[src/rtl/alarm_ctrl.sv]
// Alarm sequencer: IDLE/ARMED/RINGING/SNOOZE driven by the 1 Hz tick strobe,
// with a 1 Hz beeping buzzer, snooze/stop buttons and a ring timeout.
module alarm_ctrl #(
   parameter int SNOOZE_S       = 300,
   parameter int RING_TIMEOUT_S = 60
) (
   input  logic       clk,
   input  logic       rst,
   input  logic       tick_1hz,
   input  logic [4:0] cur_hh,
   input  logic [5:0] cur_mm,
   input  logic [4:0] alm_hh,
   input  logic [5:0] alm_mm,
   input  logic       alarm_en,
   input  logic       btn_snooze,
   input  logic       btn_stop,
   output logic       buzzer,
   output logic       ringing,
   output logic       snoozing,
   output logic [1:0] state
);

   localparam int RING_W = $clog2(RING_TIMEOUT_S + 1);
   localparam int SNZ_W  = $clog2(SNOOZE_S + 1);
   localparam logic [RING_W-1:0] RING_LAST = RING_W'(RING_TIMEOUT_S - 1);
   localparam logic [SNZ_W-1:0]  SNZ_LAST  = SNZ_W'(SNOOZE_S - 1);

   typedef enum logic [1:0] {
      IDLE    = 2'd0,
      ARMED   = 2'd1,
      RINGING = 2'd2,
      SNOOZE  = 2'd3
   } state_t;

   state_t              state_q, state_d;
   logic [RING_W-1:0]   ring_cnt_q, ring_cnt_d;
   logic [SNZ_W-1:0]    snz_cnt_q, snz_cnt_d;
   logic                beep_ph_q, beep_ph_d;
   logic                match_q;
   logic                match;
   logic                fire;

   assign match = (cur_hh == alm_hh) && (cur_mm == alm_mm);
   // Rising edge only, so a whole matching minute fires at most once.
   assign fire  = match && !match_q;

   // NOTE: sequential state uses non-blocking assignments so every register
   // samples the pre-edge values, independent of statement order.
   always_ff @(posedge clk or posedge rst) begin
      if (rst) begin
         state_q    <= IDLE;
         ring_cnt_q <= '0;
         snz_cnt_q  <= '0;
         beep_ph_q  <= 1'b0;
         match_q    <= 1'b0;
      end else begin
         state_q    <= state_d;
         ring_cnt_q <= ring_cnt_d;
         snz_cnt_q  <= snz_cnt_d;
         beep_ph_q  <= beep_ph_d;
         match_q    <= match;
      end
   end

   // NOTE: every output of this block is defaulted first so no path can
   // leave a signal unassigned and infer a latch.
   always_comb begin
      state_d    = state_q;
      ring_cnt_d = ring_cnt_q;
      snz_cnt_d  = snz_cnt_q;
      beep_ph_d  = beep_ph_q;
      unique case (state_q)
         IDLE: begin
            if (alarm_en) state_d = ARMED;
         end
         ARMED: begin
            if (!alarm_en) begin
               state_d = IDLE;
            end else if (fire) begin
               state_d    = RINGING;
               ring_cnt_d = '0;
               beep_ph_d  = 1'b1;
            end
         end
         RINGING: begin
            if (!alarm_en) begin
               state_d = IDLE;
            end else if (btn_stop) begin
               state_d = ARMED;
            end else if (btn_snooze) begin
               state_d   = SNOOZE;
               snz_cnt_d = '0;
            end else if (tick_1hz) begin
               if (ring_cnt_q == RING_LAST) begin
                  state_d = ARMED;
               end else begin
                  ring_cnt_d = ring_cnt_q + RING_W'(1);
                  beep_ph_d  = !beep_ph_q;
               end
            end
         end
         SNOOZE: begin
            if (!alarm_en) begin
               state_d = IDLE;
            end else if (btn_stop) begin
               state_d = ARMED;
            end else if (tick_1hz) begin
               if (snz_cnt_q == SNZ_LAST) begin
                  state_d    = RINGING;
                  ring_cnt_d = '0;
                  beep_ph_d  = 1'b1;
               end else begin
                  snz_cnt_d = snz_cnt_q + SNZ_W'(1);
               end
            end
         end
         default: state_d = IDLE;
      endcase
   end

   // Decoded straight from registers so async reset silences the buzzer at once.
   assign buzzer   = (state_q == RINGING) && beep_ph_q;
   assign ringing  = (state_q == RINGING);
   assign snoozing = (state_q == SNOOZE);
   assign state    = state_q;

endmodule

[config.mk]
export PLATFORM = sky130hd
export DESIGN_NAME = alarm_ctrl
export DESIGN_NICKNAME = d
export VERILOG_FILES = /design/src/rtl/alarm_ctrl.sv
export SDC_FILE = /design/constraint.sdc
export NUM_CORES = 1
export LEC_CHECK = 0
export ABC_CLOCK_PERIOD_IN_PS = 1850
export BUFFER_PORTS_ARGS = -buffer_cell sky130_fd_sc_hd__clkbuf_2
export CAP_MARGIN = 5
export CORE_MARGIN = 3
export CORE_UTILIZATION = 47
export DETAILED_ROUTE_END_ITERATION = 6
export GPL_ROUTABILITY_DRIVEN = 1
export PLACE_DENSITY = 0.86
export RECOVER_POWER = 25
export SLEW_MARGIN = 20
export SYNTH_ARGS = -nofsm -noshare
export SYNTH_HDL_FRONTEND = slang
export SYNTH_SLANG_ARGS = --single-unit
[constraint.sdc]
create_clock -name clk -period 1.85 [get_ports clk]
set_clock_uncertainty 0.1 [all_clocks]
set_input_delay 0.37 -clock clk [delete_from_list [all_inputs] [get_ports clk]]
set_output_delay 0.37 -clock clk [all_outputs]
set_load 0.005 [all_outputs]
## Word-level counts from Yosys, hierarchy flattened

Cells that the tools add are included.

- Flip-flop bits (word level): 19
- Input port bits: 28
- Word-level logic and storage cells: 89

- Add/sub/neg operators: 2
- Equality and inequality tests: 26
- Multiplexer cells: 45
- Reductions and logical operators: 11

Operator list:

| kind | count |
|---|---|
| $mux W6 | 11 |
| $mux W9 | 7 |
| $ne A2 B2 Y1 const B | 13 |
| $mux W2 | 12 |
| $pmux W6 S3 | 1 |
| $pmux W9 S2 | 1 |
| $reduce_and A12 Y1 | 1 |
| $mux W1 | 11 |
| $add A9 B1 Y9 const B | 1 |
| $eq A9 B9 Y1 const B | 1 |
| $pmux W2 S4 | 1 |
| $reduce_and A8 Y1 | 1 |
| $add A6 B1 Y6 const B | 1 |
| $eq A6 B6 Y1 | 1 |
| $eq A6 B6 Y1 const B | 1 |
| $reduce_and A6 Y1 | 1 |
| $eq A5 B5 Y1 | 1 |
| $ne A5 B4 Y1 const B | 1 |
| $ne A5 B5 Y1 const B | 1 |
| $eq A2 B2 Y1 const B | 2 |
| $ne A4 B3 Y1 const B | 1 |
| $ne A4 B4 Y1 const B | 1 |
| $logic_and A1 B1 Y1 | 3 |
| $ne A3 B3 Y1 const B | 1 |
| other kinds (7) | 8 |

## Depth between registers and ports, before layout

Gate-level depths: netlist of the first run.

- Word-level depth: 7
- Depth in mapped cells: 8
- Depth with buffers taken out: 6

## Worst setup path after synthesis of the first run

OpenSTA, ideal clock, no wires.

- Path kind: register -> register
- Start point: register ring_cnt_q[0]
- End point: register ring_cnt_q[4]
- Arrival: 1.763 ns
- Slack: -0.139 ns
- Cell stages (with the launch flop): 7
- Path buffers: 0
- Clock period less this slack: 1.989 ns
- Cells stage by stage: dfrtp_1 -> ha_1 -> and2b_1 -> a2111oi_4 -> o22ai_1 -> o41a_4 -> a221o_1

- Cells in the longest elaborated chain, start to end: 7
- Elaborated cells on any way between the ends: 10
- Classes of those cells: 1 x add/sub; 2 x eq/ne; 6 x mux; 1 x reduce/logical

Ends and longest elaborated chain:

| item | line | source |
|---|---|---|
| start: declaration | 36 | `logic [RING_W-1:0] ring_cnt_q, ring_cnt_d;` |
| start signal: assignment | 58 | `ring_cnt_q <= ring_cnt_d;` |
| $add A6 B1 Y6 | 97 | `ring_cnt_d = ring_cnt_q + RING_W'(1);` |
| $mux W6 | 94 | `if (ring_cnt_q == RING_LAST) begin` |
| $mux W6 | 93 | `end else if (tick_1hz) begin` |
| $mux W6 | 90 | `end else if (btn_snooze) begin` |
| $mux W6 | 88 | `end else if (btn_stop) begin` |
| $mux W6 | 86 | `if (!alarm_en) begin` |
| $pmux W6 S3 | 72 | `unique case (state_q)` |

Several ways; a longest one is shown, not always the timed one. The select of a mux whose other input is x is not followed.
A chain may end at the register's enable or synchronous reset.

## Worst setup path after layout of the first run

- Start point: register ring_cnt_q[1]
- End point: register ring_cnt_q[4]

Same word-level chain as after synthesis.

==> impl_metrics.py, run 1 <==
metrics = {
    "route": {
        "viasPerCell": 5.55,
        "vias": 1266,
        "drt_first_iter_violations": 36,
        "drt-total-wl_um": 3360,
        "drt_pre_antenna_iters": 4,
        "routedWlPerCell_um": 14.7,
        "drc_errors": 0,
        "drtAntennaViolNets": 0,
    },
    "worst_setup_path": {
        "worstPathArrival_ns": 2.08,
        "worst_r2r_path_depth": 6,
        "start_kind": "flop",
        "path_max_fanout": 7,
        "crit_path_end_kind": "flop",
        "cp.required_ns": 1.96,
        "criticalPathCategory": "flop to flop",
    },
    "power": {
        "p_leak_nw": 0.932,
        "p_per_area_nw_per_um2": 423,
        "worst_ir_drop_vdd_uv": 394,
    },
    "final_layout": {
        "multi_input_area_sq_um": 779,
        "final_core_util": 0.707,
        "drive_above_1_share": 0.455,
        "syn_to_final_growth_pct": 41.2,
        "final_cells": 228,
        "diodes": 0,
        "fin_nets": 229,
        "fillers": 202,
        "regArea_sq_um": 478,
    },
    "synth": {
        "synth_ff_type": "dfrtp_1",
        "syn_inst": 130,
        "netlist_area_sq_um": 1260,
        "synth_fa_ha_area_frac": 0.0198,
        "synth.avg_cell_area_sq_um": 9.72,
        "synth-seq-cells": 19,
        "synth.area.top_cells": "dfrtp_1 (38%), xor2_1 (12%), nand2_1 (3.3%)",
        "synth.area.mux_share": 0.0257,
        "synthArstFlopShare": 1.00,
        "synth.distinct_cells": 43,
        "yosysTopAreaCell": "dfrtp_1",
        "synth-xor-area-share": 0.125,
        "synth_top_family_by_area": "simple AND/OR/NAND/NOR gates",
        "synth_top_area_share": 0.376,
        "yosys_warnings": 0,
        "synth_edf_count": 0,
        "yosys.area_share.simple": 0.236,
        "yosysSeqAreaShare": 0.376,
        "synth_compound_area_frac": 0.180,
        "syn_nets": 160,
    },
    "clocking": {
        "worstSkewPairLatency_ns": 0.31,
        "path_clk_slew_ns": 0.12,
        "clock-sinks": 19,
        "cts_made_buffers": 3,
        "clockBufferDepth": 2,
        "h-tree-depth": 1,
        "cts_tree": "built",
        "cts-root-buf": "clkbuf_4",
    },
    "die": {
        "die_x_um": 57.9,
        "ioPinCount": 33,
        "initial_core_util": 0.501,
        "fp.coreArea_sq_um": 2520,
        "num_rows": 18,
        "die_h_um": 57.9,
        "dieArea_sq_um": 3350,
    },
    "sta": {
        "rsz0062_at_grt": "yes",
        "hold_violations": 0,
        "layout_setup_ws_ns": -0.121,
        "slew_violations": 0,
        "relSlewSlack": 0.303,
        "finalCritPeriodShare": 1.07,
        "min_period_ns": 1.97,
        "tightest_slew_ns": 1.05,
        "setup_viol": 6,
        "fmax_ghz": 0.507,
    },
    "place": {
        "portBuffers": 32,
        "dp_hpwl_um": 2520,
        "placedCellCount": 215,
        "routabilityCongestion": 0.894,
    },
    "grt": {
        "grt_pass1_wl_um": 5480,
        "overflow": 0,
        "grt_pass1_vias": 1341,
        "grt_max_degree": 20,
        "track_usage": 0.210,
        "antenna_found_initial": 0,
    },
    "run_status": {
        "failed_checks": "setup timing",
        "status": "finished, violations left",
    },
    "worst_hold_path": {
        "hold_depth": 4,
        "hold_class": "input port to flop",
    },
    "flow_run": {
        "maxCapViolations": 0,
    },
}
==> where the power goes <==
part           total (mW)  switching, mW  internal (mW)
Combinational       0.112         0.0551         0.0569
Clock               0.219          0.138         0.0810
Sequential          0.423        0.00302          0.420
Total               0.754          0.196          0.558
==> critical path, cell delays in order, from the launching register on <==
cell	delay (ns)
dfrtp_1	0.41
ha_2	0.19
and2b_2	0.22
a2111oi_4	0.34
o22ai_2	0.12
o41a_4	0.15
a221o_1	0.33
==> per-layer routing <==
layer	track usage	vias to the layer above	part of all wire
li1	-	604	-
met1	0.229	590	0.39
met2	0.376	61	0.52
met3	0.0379	11	0.058
met4	0.126	0	0.031
met5	0	-	0
==> sequential cells by signal, indices dropped and copies added (netlist names) <==
signal      count
beep_ph_q       1
match_q         1
ring_cnt_q      6
state           2
snz_cnt_q       9
==> cell usage after synthesis, drive strengths merged, types with 3 or more instances <==
master   n
and3     5
xor2    17
nor2    10
o21ai    5
dfrtp   19
nor3     3
nand3    5
inv      9
nand4    4
and4bb   3
nand2   11
==> layout make-up <==
type                    count  area share
flip-flops and latches     19       0.268
clock inverters             1     0.00281
well taps                  30      0.0210
multi-input cells          99       0.437
inverters                   9      0.0203
clock buffers               3      0.0126
repair buffers             67       0.238
==> kinds of logic (layout without fill, tap and decap cells) <==
| logic type | Yosys count | in the layout |
|---|---|---|
| AND/OR/NAND/NOR | 51 | 51 |
| flip-flops | 19 | 19 |
| multiplexers | 3 | 3 |
| buffers and inverters | 12 | 80 |
| AO/OA/AOI/OAI | 25 | 25 |
| XOR/XNOR | 18 | 18 |
| adder cells (fa/ha/maj) | 2 | 2 |
==> what timing repair did <==
item / 4_1_cts / 5_1_grt
pin swaps: 2 / 4
hold buffers: 1 / 0
gates resized for setup: 5 / 6
hold endpoints to repair: 19 / 0
buffers inserted: 4 / 4
endpoints found under the setup margin: 10 / 16
==> metrics by stage <==
stage | power (mW) | setup TNS [ns] | instance area, sq um | setup slack [ns] | hold WS (ns)
4_1_cts | 0.759 | -0.232 | 1740 | -0.0880 | 0.345
3_3_place_gp | 0.532 | -0.322 | 1650 | -0.114 | 0.283
3_5_place_dp | 0.538 | -0.587 | 1650 | -0.180 | 0.287
6_report | 0.754 | -0.411 | 1780 | -0.121 | 0.356
5_1_grt | 0.791 | -0.943 | 1780 | -0.166 | 0.342
2_1_floorplan | 0.478 | -0.303 | 1270 | -0.116 | 0.221
==> cell usage in the layout (no fill, tap or decap), drive strengths merged, types with 3 or more instances in the layout <==
cell    synthesis  routed
xor2           17      17
and3            5       5
nand3           5       5
o21ai           5       5
and4bb          3       3
buf             2      33
nor2           10      10
dfrtp          19      19
nand2          11      11
clkbuf          1      36
inv             9       9
nor3            3       3
nand4           4       4
==> final timing paths <==
check,start,end,slack [ns]
setup / recovery,ring_cnt_q[1],ring_cnt_q[4],-0.12
min in group asynchronous,rst,snz_cnt_q[5],0.79
setup reg to reg,ring_cnt_q[1],ring_cnt_q[4],-0.12
hold / removal,alarm_en,state[0],0.36
max in group asynchronous,rst,state[1],0.16
hold reg to reg,beep_ph_q,beep_ph_q,0.39
(Power assumes the default switching activity.)
==> run 2: changes to the inputs <==
--- a/config.mk
+++ b/config.mk
@@ -5,14 +5,15 @@
 export SDC_FILE = /design/constraint.sdc
 export NUM_CORES = 1
 export LEC_CHECK = 0
+export ABC_AREA = 1
 export ABC_CLOCK_PERIOD_IN_PS = 1850
 export BUFFER_PORTS_ARGS = -buffer_cell sky130_fd_sc_hd__clkbuf_2
 export CAP_MARGIN = 5
 export CORE_MARGIN = 3
-export CORE_UTILIZATION = 47
+export CORE_UTILIZATION = 49
 export DETAILED_ROUTE_END_ITERATION = 6
 export GPL_ROUTABILITY_DRIVEN = 1
-export PLACE_DENSITY = 0.86
+export PLACE_DENSITY = 0.87
 export RECOVER_POWER = 25
 export SLEW_MARGIN = 20
 export SYNTH_ARGS = -nofsm -noshare
==> impl_metrics.py, run 2 <==
metrics = {
    "run_status": {
        "status": "finished clean",
    },
    "power": {
        "worst_ir_drop_vdd_uv": 768,
        "report.power.total_mw": 1.65,
        "pwr-share-seq": 0.347,
        "power_frac_comb": 0.518,
        "power_frac_clock": 0.135,
        "p_int_mw": 0.903,
        "p_sw_mw": 0.751,
        "p_leak_nw": 0.947,
        "swShare": 0.454,
        "p_per_area_nw_per_um2": 933,
    },
    "worst_hold_path": {
        "min_from": "cur_hh[2]",
        "hold_path_end": "match_q",
        "hold_depth": 4,
        "hold_class": "input port to flop",
    },
    "grt": {
        "grtUsageMet2": 0.331,
        "antenna_found_initial": 0,
        "grt_pass1_vias": 1304,
        "overflow": 0,
        "track_usage": 0.190,
        "grt_max_degree": 20,
        "grt_use_met3": 0.0503,
        "grt_pass1_wl_um": 5420,
        "grtUsageMet1": 0.244,
        "grt_busiest_layer": "met2",
    },
    "clocking": {
        "worstSkewPairLatency_ns": 0.31,
        "clockBufferDepth": 2,
        "cts_made_buffers": 3,
        "path_clk_slew_ns": 0.11,
        "h-tree-depth": 1,
        "clock-sinks": 19,
        "cts_tree": "built",
        "cts-root-buf": "clkbuf_4",
    },
    "sta": {
        "hold_violations": 0,
        "fmax_ghz": 0.568,
        "tightest_slew_ns": 0.330,
        "finalCritPeriodShare": 0.952,
        "setup_viol": 0,
        "setup_tns_ns": 0,
        "rsz0062_at_grt": "no",
        "slew_violations": 0,
        "min_period_ns": 1.76,
        "relSlewSlack": 0.779,
    },
    "route": {
        "drt_first_iter_violations": 89,
        "routedWlPerCell_um": 11.3,
        "vias": 1449,
        "drc_errors": 0,
        "drt-total-wl_um": 3260,
        "drtAntennaViolNets": 0,
        "viasPerCell": 5.01,
        "drt_pre_antenna_iters": 6,
    },
    "final_layout": {
        "largest_register_ffs": 9,
        "top_register": "snz_cnt_q",
        "final_common_cell": "nand2_1",
        "syn_to_final_growth_pct": 18.5,
        "layout_common_cells": "nand2_1 (67), clkbuf_2 (31), inv_1 (27), nor2_1 (21)",
        "drive_above_1_share": 0.283,
        "fin_nets": 289,
        "diodes": 0,
    },
    "die": {
        "die_h_um": 61.3,
        "ioPinCount": 33,
        "die_x_um": 61.3,
        "dieArea_sq_um": 3750,
        "initial_core_util": 0.529,
        "fp.coreArea_sq_um": 2830,
        "num_rows": 19,
    },
    "worst_setup_path": {
        "start_kind": "flop",
        "worstPathArrival_ns": 1.29,
        "criticalPathCategory": "flop to primary output",
        "cp.required_ns": 1.38,
        "reg2reg_to": "ring_cnt_q[2]",
        "crit_path_end_kind": "primary output",
        "rr_startpoint": "snz_cnt_q[1]",
        "r2r_slack_ns": 0.15,
        "worst_r2r_path_depth": 10,
        "path_max_fanout": 7,
    },
    "synth": {
        "synth_edf_count": 0,
        "synth.distinct_cells": 31,
        "synth.area.top_cells": "dfrtp_1 (32%), nand2_1 (17%), inv_1 (6.8%)",
        "yosys_warnings": 0,
        "netlist_area_sq_um": 1500,
        "synthArstFlopShare": 1.00,
        "yosysTopAreaCell": "dfrtp_1",
        "yosysSeqAreaShare": 0.318,
        "synth_top_area_share": 0.318,
        "synth.avg_cell_area_sq_um": 6.93,
        "synth.most_common_cell": "nand2_1",
        "synth-seq-cells": 19,
        "syn_inst": 216,
        "netlist_top_cells_count": "nand2_1 (67), inv_1 (27), nor2_1 (21)",
        "syn_nets": 246,
        "synth_ff_type": "dfrtp_1",
    },
    "place": {
        "dp_hpwl_um": 2560,
        "portBuffers": 32,
        "routabilityCongestion": 0.861,
    },
    "flow_run": {
        "maxCapViolations": 0,
    },
}
-- run 2: power by group through the flow --
stage | registers (mW) | clock network [mW] | logic, mW
after detailed placement | 0.570 | 0 | 0.814
after CTS | 0.568 | 0.225 | 0.820
after global placement | 0.567 | 0 | 0.795
after global routing | 0.583 | 0.244 | 0.948
final | 0.573 | 0.224 | 0.857
after floorplan | 0.566 | 0 | 0.608
-- run 2: metal layers --
| layer | vias to the layer above | share of wire |
|---|---|---|
| met2 | 39 | 0.49 |
| met1 | 650 | 0.45 |
| met3 | 0 | 0.052 |
| li1 | 760 | - |
| met5 | - | 0 |
| met4 | 0 | 0 |
-- run 2: how the worst max path moves through the flow --
stage                        from       endpoint  slack, ns  cells after the start
finish                   state[0]       snoozing       0.09                      4
global route        ring_cnt_q[0]       state[0]      0.006                     10
CTS                      state[0]       snoozing       0.04                      4
detailed placement   snz_cnt_q[1]  ring_cnt_q[5]       0.10                     10
global placement         alarm_en   snz_cnt_q[2]       0.18                      9
floorplan            snz_cnt_q[0]  ring_cnt_q[2]       0.16                     10
-- run 2: critical path, cell delays in order, from the launching register on --
cell	delay (ns)
dfrtp_2	0.49
nand2_4	0.16
clkinv_4	0.07
buf_4	0.15
clkbuf_2	0.11
-- run 2: stage by stage --
stage	utilization	hold WS, ns	area (sq um)	std cells	setup slack, ns
2_1_floorplan	-	0.221	1500	216	0.155
3_3_place_gp	0.605	0.285	1710	283	0.180
3_5_place_dp	0.605	0.286	1710	283	0.103
4_1_cts	0.621	0.252	1760	288	0.0423
5_1_grt	0.627	0.275	1770	289	0.00610
6_report	0.627	0.254	1770	289	0.0879
-- run 2: timing repair --
| item | 4_1_cts | 5_1_grt |
|---|---|---|
| pin swaps | 0 | 1 |
| endpoints found under the hold margin | 19 | 0 |
| gates resized for setup | 1 | 4 |
| setup buffers | 0 | 1 |
| hold buffers | 1 | 0 |
| endpoints found under the setup margin | 1 | 9 |
-- run 2: kinds of logic after synthesis --
kind of cell / count (synthesis) / synth area share
xor+xnor: 12 / 0.0702
simple gates: 129 / 0.400
compound gates: 19 / 0.0920
flops: 19 / 0.318
buf+inv: 35 / 0.104
fa+ha+maj: 2 / 0.0167
-- run 2: layout make-up --
| cell class | instances | area (sq um) |
|---|---|---|
| clock buffers | 3 | 22.5 |
| multi-input cells | 162 | 880 |
| flip-flops and latches | 19 | 478 |
| inverters | 34 | 135 |
| clock inverters | 1 | 5.00 |
| repair buffers | 39 | 214 |
| fillers | 264 | 1060 |
| well taps | 31 | 38.8 |
==> run 3: changes to the inputs <==
--- a/config.mk
+++ b/config.mk
@@ -7,7 +7,7 @@
 export LEC_CHECK = 0
 export ABC_AREA = 1
 export ABC_CLOCK_PERIOD_IN_PS = 1850
-export BUFFER_PORTS_ARGS = -buffer_cell sky130_fd_sc_hd__clkbuf_2
+export BUFFER_PORTS_ARGS = -buffer_cell sky130_fd_sc_hd__buf_4
 export CAP_MARGIN = 5
 export CORE_MARGIN = 3
 export CORE_UTILIZATION = 49
==> impl_metrics.py, run 3 (synthesized netlist as in run 2, its figures left out) <==
metrics = {
    "final_layout": {
        "final_common_cell": "nand2_1",
        "top_register": "snz_cnt_q",
        "fin_nets": 288,
        "fillers": 258,
        "diodes": 0,
        "drive_above_1_share": 0.272,
        "final_core_util": 0.651,
        "largest_register_ffs": 9,
        "syn_to_final_growth_pct": 23.0,
        "regArea_sq_um": 475,
        "multi_input_area_sq_um": 880,
        "layout_common_cells": "nand2_1 (67), buf_4 (34), inv_1 (27), nor2_1 (21), dfrtp_1 (19)",
    },
    "die": {
        "num_rows": 19,
        "dieArea_sq_um": 3750,
        "die_h_um": 61.3,
        "fp.coreArea_sq_um": 2830,
        "initial_core_util": 0.529,
        "die_x_um": 61.3,
        "ioPinCount": 33,
    },
    "route": {
        "maxUsedRoutingLayer": "met4",
        "drt_pre_antenna_iters": 4,
        "vias": 1443,
        "viasPerCell": 5.01,
        "drtAntennaViolNets": 0,
        "met2_length_um": 1430,
        "drt-total-wl_um": 3030,
        "drc_errors": 0,
        "drt-met1-wl_um": 1410,
        "drt_first_iter_violations": 109,
        "routedWlPerCell_um": 10.5,
        "wl_met3_um": 147,
    },
    "power": {
        "p_leak_nw": 0.961,
        "worst_ir_drop_vdd_uv": 675,
        "p_per_area_nw_per_um2": 899,
        "power_frac_comb": 0.526,
        "p_int_mw": 0.918,
        "p_sw_mw": 0.736,
        "power_frac_clock": 0.133,
        "swShare": 0.445,
        "pwr-share-seq": 0.341,
    },
    "clocking": {
        "h-tree-depth": 1,
        "path_clk_slew_ns": 0.11,
        "clockBufferDepth": 2,
        "clock-sinks": 19,
        "cts_tree": "built",
        "worstSkewPairLatency_ns": 0.31,
        "cts-root-buf": "clkbuf_4",
        "cts_made_buffers": 3,
    },
    "place": {
        "routabilityCongestion": 0.838,
        "portBuffers": 32,
        "dp_hpwl_um": 2380,
    },
    "sta": {
        "relSlewSlack": 0.336,
        "tightest_slew_ns": 0.996,
        "slew_violations": 0,
        "min_period_ns": 1.77,
        "setup_tns_ns": 0,
        "setup_viol": 0,
        "rsz0062_at_grt": "no",
        "finalCritPeriodShare": 0.957,
        "fmax_ghz": 0.565,
        "hold_violations": 0,
    },
    "worst_setup_path": {
        "start_kind": "flop",
        "criticalPathCategory": "flop to primary output",
        "path_max_fanout": 6,
        "crit_path_end_kind": "primary output",
        "worstPathArrival_ns": 1.30,
        "cp.required_ns": 1.38,
    },
    "grt": {
        "overflow": 0,
        "grt_max_degree": 20,
        "track_usage": 0.168,
        "grt_pass1_vias": 1170,
        "antenna_found_initial": 0,
        "grt_pass1_wl_um": 4740,
    },
    "run_status": {
        "status": "finished clean",
    },
    "worst_hold_path": {
        "hold_class": "input port to flop",
    },
    "flow_run": {
        "maxCapViolations": 0,
    },
}
run 3: what timing repair did:
| action | CTS | global route |
|---|---|---|
| resized for setup | 0 | 3 |
| setup endpoints to repair | 0 | 7 |
| endpoints found under the hold margin | 19 | 0 |
| hold buffers | 1 | 0 |
| buffers inserted | 0 | 1 |
run 3: through the flow:
step / total power [mW] / hold WS (ns) / instances / area, sq um / worst slack, ns
finish: 1.65 / 0.255 / 288 / 1840 / 0.0799
global route: 1.79 / 0.262 / 288 / 1840 / 0.0115
CTS: 1.62 / 0.251 / 287 / 1820 / 0.0843
detailed placement: 1.39 / 0.311 / 282 / 1790 / 0.0777
global placement: 1.38 / 0.313 / 282 / 1790 / 0.113
floorplan: 1.17 / 0.221 / 216 / 1500 / 0.155
run 3: power groups by stage:
stage | combinational [mW] | clock, mW | sequential [mW]
finish | 0.871 | 0.220 | 0.564
global route | 0.974 | 0.239 | 0.576
CTS | 0.826 | 0.229 | 0.563
detailed placement | 0.825 | 0 | 0.570
global placement | 0.809 | 0 | 0.568
floorplan | 0.608 | 0 | 0.566
run 3: area by class of cell:
cell class                 instances  share of cell area
inverter                          34              0.0734
multi-input combinational        162               0.478
timing repair buffer              38               0.154
clock inverter                     1             0.00272
clock buffer                       3              0.0122
tap                               31              0.0211
sequential                        19               0.258
run 3: path summary, 6_finish.rpt:
path | start | endpoint | slack [ns] | cells past startpoint
max in group asynchronous | rst | state[1] | 0.25 | 4
hold reg to reg | beep_ph_q | beep_ph_q | 0.39 | 2
setup reg to reg | state[1] | ring_cnt_q[3] | 0.11 | 7
hold / removal | cur_hh[2] | match_q | 0.26 | 4
min in group asynchronous | rst | snz_cnt_q[4] | 0.80 | 4
setup / recovery | state[1] | buzzer | 0.08 | 5
run 3: worst max-delay path: stages, from the launching register on:
cell     delay [ns]
dfrtp_1        0.49
inv_2          0.10
nor2_4         0.16
nand2_1        0.09
inv_1          0.06
buf_4          0.10
run 3: layer usage:
layer	GRT usage	vias to the layer above
li1	-	767
met5	0	-
met2	0.266	34
met4	0.0526	0
met1	0.226	637
met3	0.0419	5
